--- src/rtl/cg_irq_pending.sv ---
// ============================================================================
// cg_irq_pending : edge-capturing interrupt pending register with a claim port
// Revision: 1.0
// ============================================================================
`default_nettype none

module cg_priority_encoder #(
  parameter  int BITS_WIDTH = 16,
  localparam int IDX_W      = $clog2(BITS_WIDTH)
) (
  input  logic [BITS_WIDTH-1:0] i_bits,
  output logic                  o_en,
  output logic [IDX_W-1:0]      o_index
);

  // Ascending scan: the last set bit seen is the highest index, so MSB wins.
  always_comb begin
    o_en    = 1'b0;
    o_index = '0;
    for (int i = 0; i < BITS_WIDTH; i++) begin
      if (i_bits[i]) begin
        o_en    = 1'b1;
        o_index = IDX_W'(i);
      end
    end
  end

endmodule

module cg_irq_pending #(
  parameter  int NUM_SRC  = 16,
  localparam int ID_WIDTH = $clog2(NUM_SRC)
) (
  input  logic                i_clk,
  input  logic                i_rst_n,
  input  logic [NUM_SRC-1:0]  i_irq,
  input  logic                i_mask_we,
  input  logic [NUM_SRC-1:0]  i_mask_data,
  input  logic [NUM_SRC-1:0]  i_clear,
  output logic [NUM_SRC-1:0]  o_mask,
  output logic [NUM_SRC-1:0]  o_pending,
  output logic                o_valid,
  output logic [ID_WIDTH-1:0] o_id,
  input  logic                i_ready
);

  logic [NUM_SRC-1:0]  irq_q, irq_d;
  logic [NUM_SRC-1:0]  pending_q, pending_d;
  logic [NUM_SRC-1:0]  mask_q, mask_d;
  logic                valid_q, valid_d;
  logic [ID_WIDTH-1:0] id_q, id_d;

  logic [NUM_SRC-1:0]  rise;
  logic [NUM_SRC-1:0]  claim_clr;
  logic [NUM_SRC-1:0]  cand;
  logic                handshake;
  logic                load;
  logic                enc_en;
  logic [ID_WIDTH-1:0] enc_index;

  cg_priority_encoder #(
    .BITS_WIDTH (NUM_SRC)
  ) u_enc (
    .i_bits  (cand),
    .o_en    (enc_en),
    .o_index (enc_index)
  );

  always_comb begin
    handshake = valid_q & i_ready;
    claim_clr = handshake ? (NUM_SRC'(1) << id_q) : '0;
    rise      = i_irq & ~irq_q;
    // The line being taken this cycle is excluded so back-to-back claims move on.
    cand      = pending_q & mask_q & ~claim_clr & ~i_clear;
    load      = ~valid_q | i_ready;

    irq_d     = i_irq;
    pending_d = (pending_q & ~i_clear & ~claim_clr) | rise;
    mask_d    = i_mask_we ? i_mask_data : mask_q;
    valid_d   = load ? enc_en    : valid_q;
    id_d      = load ? enc_index : id_q;
  end

  // irq_q resets high so lines already asserted at reset release are not edges.
  always_ff @(posedge i_clk) begin
    if (!i_rst_n) begin
      irq_q     <= '1;
      pending_q <= '0;
      mask_q    <= '0;
      valid_q   <= 1'b0;
      id_q      <= '0;
    end else begin
      irq_q     <= irq_d;
      pending_q <= pending_d;
      mask_q    <= mask_d;
      valid_q   <= valid_d;
      id_q      <= id_d;
    end
  end

  assign o_mask    = mask_q;
  assign o_pending = pending_q;
  assign o_valid   = valid_q;
  assign o_id      = id_q;

endmodule

`default_nettype wire

--- config.mk ---
export PLATFORM = sky130hd
export DESIGN_NAME = cg_irq_pending
export DESIGN_NICKNAME = d
export VERILOG_FILES = /design/src/rtl/cg_irq_pending.sv
export SDC_FILE = /design/constraint.sdc
export NUM_CORES = 1
export LEC_CHECK = 0
export ABC_CLOCK_PERIOD_IN_PS = 2930
export CORE_ASPECT_RATIO = 0.6
export CORE_UTILIZATION = 40
export CTS_BUF_LIST = sky130_fd_sc_hd__clkbuf_2
export DETAILED_ROUTE_END_ITERATION = 8
export PLACE_DENSITY = 0.74
export SYNTH_ARGS = -nofsm -noshare
export SYNTH_HDL_FRONTEND = slang
export SYNTH_SLANG_ARGS = --single-unit
--- constraint.sdc ---
create_clock -name i_clk -period 2.93 [get_ports i_clk]
set_clock_uncertainty 0.1 [all_clocks]
set_input_delay 0.293 -clock i_clk [delete_from_list [all_inputs] [get_ports i_clk]]
set_output_delay 0.293 -clock i_clk [all_outputs]
set_load 0.01 [all_outputs]
# == Word-level counts from Yosys, hierarchy flattened ==
# Index checks and enable logic that the tools add are counted.
# totals
register_bits,53
input_bits,52
output_inout_bits,37
wordCells,51
# op_classes
shifts,1
muxes,32
n_bitwise,13
# op_table
cell,n
16-bit bitwise AND,6
16-bit NOT,3
4-bit 2-to-1 mux,8
1-bit 2-to-1 mux,17
16-bit 2-to-1 mux,1
16-bit bitwise OR,1
1-bit by 4-bit left shift with 16-bit output (first input constant),1
3-bit 2-to-1 mux,4
2-bit 2-to-1 mux,2
1-bit bitwise AND,1
1-bit NOT,1
1-bit bitwise OR,1

# == Logic depth before layout (Yosys ltp) ==
# depth
depth_word,21
mapped_depth,7
mapped_depth_nobuf,5

# == Cells and area by module ==
# Synthesis repeated with hierarchy kept, for this count alone.
# hier_totals
hier_cells,237
hier_area_um2,2294.7
# modules_own_cells
module,instances,cells_per_inst,area_per_inst_um2,seq_area_each_um2
cg_irq_pending,1,208,2133.3,1061.0
cg_priority_encoder,1,29,161.4,0.0

# == Least setup slack after synthesis ==
# OpenSTA, ideal clock, no wires.
# synth_timing
path_type,reg-to-reg
startpoint,"register valid_q, in the netlist o_valid"
endpoint,"register valid_q, in the netlist o_valid"
setup_time_ns,0.120
t_arrival_ns,1.618
t_required_ns,2.710
setup_slack_ns,1.093
stages_incl_launch_ff,5
path_buffers,0
synth_period_minus_slack_ns,1.837
path_cell_list,dfxtp_1 nand4b_2 o311a_4 or3_1 o31a_1
# synth_between
elab_chain_len,21
word_cells_on_any_way,23
classes_between,mux (17); bitwise (6)
# synth_lines
element,line_no,text
from (decl),50,"logic valid_q, valid_d;"
from (signal assigned),96,valid_q <= valid_d;
1-bit bitwise AND,70,handshake = valid_q & i_ready;
16-bit 2-to-1 mux,71,claim_clr = handshake ? (NUM_SRC'(1) << id_q) : '0;
16-bit NOT,74,cand = pending_q & mask_q & ~claim_clr & ~i_clear;
16-bit bitwise AND (2 in a row),74,
1-bit 2-to-1 mux (16 in a row),21,if (i_bits[i]) begin
# Parallel ways exist; a longest one is shown, timed or not.
# A chain may end at the register's enable or synchronous reset.

# == Worst setup path in the final report ==
# layout_timing
startpoint,"register id_q[1], in the netlist o_id[1]"
endpoint,"register valid_q, in the netlist o_valid"
# layout_between
elab_chain_len,21
# layout_lines
element,line_no,text
from (decl),51,"logic [ID_WIDTH-1:0] id_q, id_d;"
from (signal assigned),97,id_q <= id_d;
1-bit by 4-bit left shift with 16-bit output *,71,
16-bit 2-to-1 mux *,71,
16-bit NOT *,74,
16-bit bitwise AND * (2 in a row),74,
1-bit 2-to-1 mux (15 in a row),21,
1-bit 2-to-1 mux *,21,
# Mark *: on every way between the ends. The rest lies on a longest branch, timed or not.

==> results.md <==
- The flow ran to the end, and the final reports show no timing, DRC or antenna violations.
- The via count of the first global-routing pass was between 1500 and 2000.
- The top metal layer carrying routed signals is met4.
- The die boundary height is around 61 µm.
- Data arrives at the worst endpoint at approximately 2.4 ns.
- For this block, wires on met1 add up to a little over 3000 µm.
- By area the synthesized netlist is led by sky130_fd_sc_hd__dfxtp_1, sky130_fd_sc_hd__nor2b_1, sky130_fd_sc_hd__nand2b_1.
- The HPWL reported at the end of detailed placement is around 4500 µm.
- The root buffer cell chosen for the clock tree is sky130_fd_sc_hd__clkbuf_2.
- After technology mapping, the gate count stands at approximately 230.
- The final layout contains routed wiring with a total length of 5970 µm.
- The share of synthesized flip-flops with an asynchronous set or reset is 0.
- The final count of pins violating max slew is 0.
- The critical path contains buffers and inverters numbering 0 combined.
- Of the synthesized area, sequential elements account for 0.451.
- The main flop type after synthesis is sky130_fd_sc_hd__dfxtp_1.
- In this run the power spent charging and discharging nets is between 0.3 and 0.4 mW.
- The proportion of power drawn by combinational gates is 0.155.
- The most repeated cell in the gate-level netlist after synthesis is sky130_fd_sc_hd__dfxtp_1.
- The number of buffer cells added on primary ports is 88.
- Dividing total power by cell area gives a power density of 439 nW/µm².
- The critical path runs through a total of 5 cells.
- Entering global routing, the biggest net connects between 50 and 60 pins.
- The synthesized netlist occupies a cell area of about 2400 µm².
- The endpoint type of the worst setup path is a flip-flop.
- The buffer count from post-CTS setup fixing is 0.
- Along the worst path, the maximum fanout reaches 10.
- The final sum of negative setup slack is 0 ns.
- The share of total power dissipated in the clock network is 0.310.
- The average instance in the mapped netlist occupies slightly above 10 µm².
- At the pin with the least slew margin, the transition time is 0.486 ns.
- The cell type with the largest total area after synthesis is sky130_fd_sc_hd__dfxtp_1.
- The signal on the critical path passes through nand2b_1, o211ai_1, and3_2, nand4_1, o31a_1.
- Setup repair after global routing left no endpoint under its margin.
- The number of cells traversed by the worst register-to-register path is 5.
- In the final layout, the share of cells above drive strength 1 is 0.0692.
- The count of nets left with antenna violations after detail routing is 0.
- The initial antenna violation count is 0.
- The via density per instance is approximately 5.
- After detailed routing, the met2 layer carries around 2300 µm of wire.
- The global route total overflow is 0.
- The worst min-delay path class is in2reg.
- The post-synthesis register bit count is 53.
- In this run, the number of DRC markers left after iteration 0 of detailed routing was 79.
- The achievable clock frequency is about 460 MHz.
- The distinct cell type count of the synthesized netlist is 49.
- The required time at the worst-slack endpoint is 3.17 ns.
- After detailed routing, the number of remaining DRC violations is 0.
- Counting every net in the synthesized netlist gives between 200 and 300.
- The count of nets after finishing is 369.
- In this run the tightest slew margin relative to its limit is 0.676.
- The static power due to leakage is roughly 1.3 nW.
- From left edge to right edge, the die measures between 100 and 150 µm.
- The total clock buffers created by CTS is 5.
- At the later pin of the worst-skew pair, clock insertion delay measures approximately 0.42 ns.
- In the final routed layout, each cell accounts on average for roughly 15 µm.
- The number of synthesized flops with an enable pin is 0.
- CTS saw 53 sinks.
- STA classifies the critical path startpoint as a flip-flop.
- The iteration count of the initial detailed-routing pass is 4.
- The delay of the slowest critical-path stage is slightly below 0.6 ns.
- The number of H-tree branching levels is 2.
- By startpoint and endpoint, the worst setup path is classified as reg2reg.
- After clock tree synthesis, the clock-pin slew on the worst setup and hold paths is approximately 0.27 ns.
- In this run the deepest clock path goes through 2 buffers.
- The master of the slowest instance on the critical path is sky130_fd_sc_hd__dfxtp_1.
- The worst vdd rail ir drop is around 0.00026 V.
- The clock tree from TritonCTS is yes.
- In the finished design, the share of the clock period the worst path needs comes to 0.739.
- Of the total power, registers draw 0.534.
- The cell family contributing the most delay on the critical path is simple AND/OR/NAND/NOR gates.
- The final route contains between 2000 and 2500 vias.
- The global-route wire length before repair is ~9300 µm.
- The number of warnings printed during yosys synthesis is 0.
- The cell-internal power is ~1.1 mW.
- The layout overhead on the synthesized area is 42.9%.
- The number of gates resized after cts is 0.
- Measured on the finished design, the core utilization comes to 0.598.
- The weighted congestion at the end of routability-driven global placement is roughly 0.84.
- The initial standard-cell utilization of the core is 0.418.
- Hold repair after CTS inserted 0 buffers.
- Counting instances, the worst hold path has a depth of 2.
- The commonest cells after synthesis are sky130_fd_sc_hd__dfxtp_1, sky130_fd_sc_hd__nor2b_1, sky130_fd_sc_hd__nand2b_1.
- Detailed routing placed a total of around 490 µm of wire on met3.
- The I/O pin count is 89.
- The overall routing resource usage is 0.198.
- Setup violations remaining at the end of the flow were counted as 0.
- The portion of synthesized cell area occupied by the leading cell type is 0.451.
- The minimum clock period after layout is 2.16 ns.
- Of the total power, the share spent switching nets is 0.230.
- The count of inserted antenna diode cells is 0.
- After floorplanning, the core was divided into 21 placement rows.
- The floorplan step defined a die boundary enclosing about 6200 µm².
- The hold violation count in the final report is 0.
- The core footprint is 5620 µm².
- The number of violations of the max-capacitance limit is 0.
-- power groups by stage --
stage	registers, mW	clock network, mW	logic, mW
floorplan	0.804	0	0.0865
global placement	0.801	0	0.227
detailed placement	0.801	0	0.229
CTS	0.788	0.465	0.231
global route	0.793	0.490	0.248
finish	0.788	0.457	0.229
-- cell usage in the layout, fill, tap and decap left out, types with 2 or more instances in the layout --
cell and count:
sky130_fd_sc_hd__nand2_1 5, sky130_fd_sc_hd__nand2b_1 29, sky130_fd_sc_hd__a21boi_0 9, sky130_fd_sc_hd__buf_4 2, sky130_fd_sc_hd__clkdlybuf4s50_1 88, sky130_fd_sc_hd__o211ai_2 2, sky130_fd_sc_hd__nor3b_1 2, sky130_fd_sc_hd__o21a_1 7
sky130_fd_sc_hd__o211a_2 2, sky130_fd_sc_hd__mux2i_1 16, sky130_fd_sc_hd__o311a_1 3, sky130_fd_sc_hd__and2b_1 2, sky130_fd_sc_hd__o211a_1 3, sky130_fd_sc_hd__clkbuf_2 5, sky130_fd_sc_hd__o211ai_1 8, sky130_fd_sc_hd__nor2b_1 31
sky130_fd_sc_hd__o21ai_0 10, sky130_fd_sc_hd__nand4_1 3, sky130_fd_sc_hd__dfxtp_1 53, sky130_fd_sc_hd__a31oi_1 2, sky130_fd_sc_hd__inv_1 5, sky130_fd_sc_hd__bufinv_16 2
-- per-stage QoR --
| step | std cells | hold WS (ns) | setup WS [ns] | instance area, µm² | power [mW] |
|---|---|---|---|---|---|
| after floorplan | 232 | 0.266 | 1.09 | 2350 | 0.891 |
| after global placement | 390 | 0.380 | 0.568 | 3270 | 1.03 |
| after detailed placement | 390 | 0.390 | 0.479 | 3270 | 1.03 |
| after CTS | 398 | 0.302 | 0.784 | 3360 | 1.48 |
| after global routing | 398 | 0.288 | 0.608 | 3360 | 1.53 |
| final | 398 | 0.309 | 0.766 | 3360 | 1.47 |
-- worst paths after layout --
| path | slack [ns] | end | startpoint |
|---|---|---|---|
| worst min-delay path | 0.31 | irq_q[12] | i_irq[12] |
| worst max register to register | 0.77 | o_valid | o_id[1] |
| worst min register to register | 0.41 | o_pending[14] | irq_q[14] |
| worst max-delay path | 0.77 | o_valid | o_id[1] |
-- per-layer routing --
layer | vias to the layer above | GRT usage
met5 | - | 0
met1 | 953 | 0.293
met3 | 4 | 0.0590
met2 | 70 | 0.291
met4 | 0 | 0.0331
li1 | 1005 | -
-- kinds of logic after synthesis --
| family | count (synthesis) | synth area share |
|---|---|---|
| compound gates | 63 | 0.216 |
| buf+inv | 17 | 0.0410 |
| flops | 53 | 0.451 |
| mux | 16 | 0.0681 |
| simple gates | 83 | 0.224 |
-- area by class of cell --
cell class	instances	area, µm²
inverter	5	18.8
fill	526	2260
multi-input combinational	162	1190
clock inverter	3	65.1
sequential	53	1060
tap	80	100
clock buffer	5	25.0
timing repair buffer	90	896
-- worst reg2reg max path, delay by kind of cell (launching register included) --
kind / cells / cell delay (ns)
AND/OR/NAND/NOR: 3 / 0.73
AO/OA/AOI/OAI: 2 / 0.69
flip-flops: 1 / 0.59
-- state kept, by name, summed over array words and instances, names as in the netlist --
register   flops
irq_q         16
o_pending     16
o_id           4
o_mask        16
o_valid        1
Power figures use the tool's default switching activity.
